===== src/rtl/primitive_batch_sequencer.sv =====
// Walks a leaf primitive range in batches of UNITS: drives the query index and bound to the
// primitive unit, captures its records after LATENCY cycles and offers them downstream.
module primitive_batch_sequencer #(
  parameter int unsigned IDX_W   = 16,
  parameter int unsigned UNITS   = 2,
  parameter int unsigned PRIM_W  = 256,
  parameter int unsigned LATENCY = 1
) (
  input  logic                      clk,
  input  logic                      reset,
  input  logic                      req_valid,
  output logic                      req_ready,
  input  logic [IDX_W-1:0]          req_start,
  input  logic [IDX_W-1:0]          req_count,
  input  logic                      flush,
  output logic [IDX_W-1:0]          prim_index,
  output logic [IDX_W-1:0]          prim_bound,
  input  logic [UNITS*PRIM_W-1:0]   prim_data,
  output logic                      bat_valid,
  input  logic                      bat_ready,
  output logic [UNITS*PRIM_W-1:0]   bat_data,
  output logic [UNITS-1:0]          bat_mask,
  output logic                      bat_last,
  output logic                      done
);

  localparam int unsigned CNT_W = $clog2(LATENCY + 1);
  localparam logic [IDX_W:0] SAT_END = {2'b01, {(IDX_W-1){1'b0}}};

  typedef enum logic [1:0] {IDLE, WAIT, HOLD} state_t;

  state_t           state, state_next;
  logic [CNT_W-1:0] cnt;
  logic             done_q;
  logic             accept, empty, xfer, wait_end;
  logic [IDX_W:0]   sum;
  logic [IDX_W-1:0] bound_in;
  logic [UNITS-1:0] mask_c;
  logic             last_c;

  always_comb begin
    accept   = (state == IDLE) && req_valid && !flush;
    empty    = (req_count == '0) || req_start[IDX_W-1];
    xfer     = (state == HOLD) && bat_ready && !flush;
    wait_end = (state == WAIT) && (cnt == CNT_W'(1));
    sum      = {1'b0, req_start} + {1'b0, req_count};
    bound_in = (sum >= SAT_END) ? SAT_END[IDX_W-1:0] : sum[IDX_W-1:0];
  end

  // Lane qualification is evaluated one bit wider so index+lane never wraps near the saturated end.
  always_comb begin
    mask_c = '0;
    for (int unsigned i = 0; i < UNITS; i++)
      mask_c[i] = ({1'b0, prim_index} + (IDX_W+1)'(i)) < {1'b0, prim_bound};
    last_c = ({1'b0, prim_index} + (IDX_W+1)'(UNITS)) >= {1'b0, prim_bound};
  end

  always_ff @(posedge clk) begin
    if (reset) state <= IDLE;
    else       state <= state_next;
  end

  always_comb begin
    state_next = state;
    case (state)
      IDLE:    if (accept && !empty) state_next = WAIT;
      WAIT: begin
        if (flush)         state_next = IDLE;
        else if (wait_end) state_next = HOLD;
      end
      HOLD: begin
        if (flush)          state_next = IDLE;
        else if (bat_ready) state_next = bat_last ? IDLE : WAIT;
      end
      default: state_next = IDLE;
    endcase
  end

  always_ff @(posedge clk) begin
    if (reset) begin
      prim_index <= '0;
      prim_bound <= '0;
      cnt        <= '0;
      bat_data   <= '0;
      bat_mask   <= '0;
      bat_last   <= 1'b0;
      done_q     <= 1'b0;
    end else begin
      done_q <= (accept && empty) || (flush && (state != IDLE));
      case (state)
        IDLE: if (accept && !empty) begin
          prim_index <= req_start;
          prim_bound <= bound_in;
          cnt        <= CNT_W'(LATENCY);
        end
        WAIT: if (!flush) begin
          cnt <= cnt - CNT_W'(1);
          if (wait_end) begin
            bat_data <= prim_data;
            bat_mask <= mask_c;
            bat_last <= last_c;
          end
        end
        HOLD: if (xfer && !bat_last) begin
          prim_index <= prim_index + IDX_W'(UNITS);
          cnt        <= CNT_W'(LATENCY);
        end
        default: ;
      endcase
    end
  end

  // Retire-on-last is combinational so done coincides with the final transfer while req_ready is still low.
  always_comb begin
    req_ready = (state == IDLE);
    bat_valid = (state == HOLD);
    done      = done_q || (xfer && bat_last);
  end

endmodule


===== config.mk =====
export PLATFORM = sky130hd
export DESIGN_NAME = primitive_batch_sequencer
export DESIGN_NICKNAME = d
export VERILOG_FILES = /design/src/rtl/primitive_batch_sequencer.sv
export SDC_FILE = /design/constraint.sdc
export NUM_CORES = 1
export LEC_CHECK = 0
export CORE_AREA = 8 8 425 427
export DETAILED_ROUTE_END_ITERATION = 8
export DIE_AREA = 0 0 433 435
export PLACE_DENSITY = 0.41
export SLEW_MARGIN = 20
export SYNTH_ARGS = -nofsm -noshare
export SYNTH_HDL_FRONTEND = slang
export SYNTH_SLANG_ARGS = --single-unit

===== constraint.sdc =====
create_clock -name clk -period 2.93 [get_ports clk]
set_input_delay 0.7325 -clock clk [delete_from_list [all_inputs] [get_ports clk]]
set_output_delay 0.7325 -clock clk [all_outputs]
set_load 0.02 [all_outputs]

==> impl_metrics.ini <==
[drt]
wl_per_cell_microns = 24.1
met1_length_mm = 67.5
vias = 23700
route.met3.wl_mm = 8.62
drt-initial-drc-count = 1582
drc_errors = 0
firstDrtPassIters = 6
wl_met2_mm = 73.1
viasPerCell = 3.75
wl_mm = 152
top_layer = met5
ant_nets = 0

[setup_path]
critPathMaxFanout = 8
critical_path.n_buffers_inverters = 1
r2r_slack_ps = 130
path_class = input pin to flip-flop
startpoint_type = input pin
critPathCaptureType = flip-flop
worst_path_max_delay_cell = clkdlybuf4s50_1
arrival_ps = 3360
cpLargestDelayFamily = compound AO/OA/AOI/OAI gates
required_ps = 3480
crit_chain = clkdlybuf4s50_1 -> ha_1 -> fa_1 -> a211oi_2 -> o21ai_1 -> a2111oi_0 -> o21bai_1 -> o22a_4 -> o31a_1
cpPeakStageDelay_ps = 430

[power_and_ir_drop]
p_int_w = 0.0138
power_frac_seq_pct = 40.8
pwr-share-comb_pct = 10.6
vdd_drop_max_v = 0.000355
pwr-share-clk_pct = 48.6
leakagePower_nw = 13.1
p_sw_w = 0.00479
powerDensity_nw_per_um2 = 479
swShare_pct = 25.7

[grt]
antenna_found_initial = 43
grt_pass1_wl_mm = 203
grt_util_all_layers_pct = 15.3
grt_max_degree = 113
grt_pass1_vias = 23000
grt-ovfl-total = 0

[timing]
tightestPinTransition_ps = 679
rsz0062_at_grt = yes
setup_tns_ps = 0
hold_violations = 0
finalCritPeriodShare_pct = 96.2
setup_viol = 0
setup_slack_ps = 112
clock_skew_ps = 16.9
drv_slew = 0
timing.final.crit_period_ps = 2820
slew_headroom_pct = 54.6
fmax_ghz = 0.355

[floorplanning]
fp.dieArea_sq_um = 188000
num_rows = 153
die_h_microns = 435
core-area_sq_um = 173000
io_pins = 1099
fp.dieW_microns = 433
initial_utilization_pct = 12.4

[logic_synthesis]
synth_area_sq_um = 21400
ys_ff_latch = 551
yosys_most_used_dff = dfxtp_1
synth.avg_cell_area_sq_um = 7.80
yosys_warnings = 0
async_flop_share_pct = 0
synth.distinct_cells = 61
synth_edf_count = 0
synth_cells = 2746
synth_nets = 3361
seq_area_frac_synth_pct = 51.5

[cts]
postCtsSetupBuffers = 0
clock_sinks = 551
root_buffer = clkbuf_16
htreeDepth = 3
numCtsBuffers = 75
cts_buffer_depth = 3
cts.clk_slew.worst_paths_ps = 60
cts_tree = built
clk_latency_ps = 670

[placement]
routabilityCongestion = 0.899
dp.cells = 6162
dp_hpwl_mm = 125
dp_slack_ps = -612
port_buffers = 1098

[finish]
post-route-util_pct = 22.4
syn_to_final_growth_pct = 81.3
fin_nets = 4529
regArea_sq_um = 11000
drive_gt1_share_pct = 7.86
multiInputGateArea_sq_um = 9540
fin_cells = 6310
nFillCells = 19200

[worst_hold_path]
hold_class = flip-flop to flip-flop

[outcome]
status = completed

[flow_run]
max-cap-violations = 0
-- flip-flops by register name, indices dropped and copies added (netlist names) --
| register | flops |
|---|---|
| bat_last | 1 |
| prim_index | 16 |
| prim_bound | 16 |
| cnt | 1 |
| bat_mask | 2 |
| done_q | 1 |
| state | 2 |
| bat_data | 512 |
-- cells by family (layout without fill, tap and decap cells) --
family	Yosys count	in the layout	share of synthesized area (%)
simple gates	1202	1202	21.9
compound gates	670	670	17.0
flops	551	551	51.5
buf+inv	217	1442	4.09
fa+ha+maj	66	66	3.89
xor+xnor	38	38	1.55
mux	2	2	0.0935
other cells	0	14	0
-- final timing paths --
path	startpoint	end	cells past startpoint
min	bat_data[135]$_SDFFE_PP0P_	bat_data[135]$_SDFFE_PP0P_	2
max reg2reg	prim_index[1]$_SDFFE_PP0P_	bat_mask[1]$_SDFFE_PP0P_	14
min reg2reg	bat_data[135]$_SDFFE_PP0P_	bat_data[135]$_SDFFE_PP0P_	2
max	req_start[0]	prim_bound[15]$_SDFFE_PP0P_	9
-- cell usage in the layout (no fill, tap or decap), drive strengths merged, types with 11 or more instances in the layout --
cell type         n
clkdlybuf4s50  1096
nand2          1082
a21oi           551
dfxtp           551
buf             188
clkbuf          111
ha               65
nor2             48
o21ai            34
inv              30
xnor2            24
nand3            17
diode            14
xor2             14
clkinv           14
nor3             13
a21o             12
o21a             11
-- what timing repair did --
item	4_1_cts	5_1_grt
pin swaps	0	0
endpoints found under the setup margin	1	14
resized for setup	1	4
hold buffers	0	0
-- synthesized netlist by cell type (3+ instances only) --
master	instances	area, sq um
nand2_1	1082	4060
a21oi_1	551	2760
dfxtp_1	551	11000
clkbuf_1	141	529
ha_1	65	813
buf_2	49	245
nor2_1	48	180
o21ai_0	26	130
xnor2_1	24	210
inv_1	23	86.3
nand3_1	17	85.1
xor2_1	14	123
nor3_1	13	65.1
a21o_1	12	90.1
o21a_1	11	82.6
a211oi_1	10	75.1
nand4_1	8	50.1
o21ai_1	8	40.0
o31ai_1	7	52.6
a31oi_1	6	37.5
a22o_1	5	43.8
nor4_1	5	31.3
or3_1	5	31.3
and2_1	4	25.0
nor2b_1	4	25.0
a2111oi_0	3	26.3
and3_1	3	18.8
and4_1	3	26.3
buf_1	3	11.3
nand2b_1	3	18.8
-- cell type report --
cell class                      instances  area share [%]
Clock inverter                         23           0.606
Inverter                               24           0.232
Tap cell                             2325            7.49
Multi-Input combinational cell       1978            24.6
Timing Repair Buffer                 1284            33.1
Sequential cell                       551            28.4
Clock buffer                          111            5.47
Antenna cell                           14          0.0902
-- metrics by stage --
stage	hold slack, ps	cell area [sq um]	power [W]
floorplan	483	21400	0.00835
global placement	441	36400	0.00974
detailed placement	446	36400	0.00973
CTS	453	38800	0.0190
global route	467	38800	0.0194
finish	452	38800	0.0186
-- metal layers --
layer	GRT usage, %	vias to the layer above
met2	25.8	682
met5	0	-
met1	20.0	11400
met4	2.54	32
li1	-	11400
met3	3.89	165
-- power by group through the flow --
stage | Combinational, W | Clock (W) | Sequential, W
2_1_floorplan | 0.000539 | 0 | 0.00781
3_3_place_gp | 0.00198 | 0 | 0.00776
3_5_place_dp | 0.00197 | 0 | 0.00776
4_1_cts | 0.00199 | 0.00946 | 0.00759
5_1_grt | 0.00211 | 0.00967 | 0.00760
6_report | 0.00197 | 0.00903 | 0.00759
-- tightest hold or removal path, stage by stage (launching register included) --
cell and delay, ps:
dfxtp_1 300, nand2_1 50, a21oi_1 50
Power figures use the tool's default switching activity.
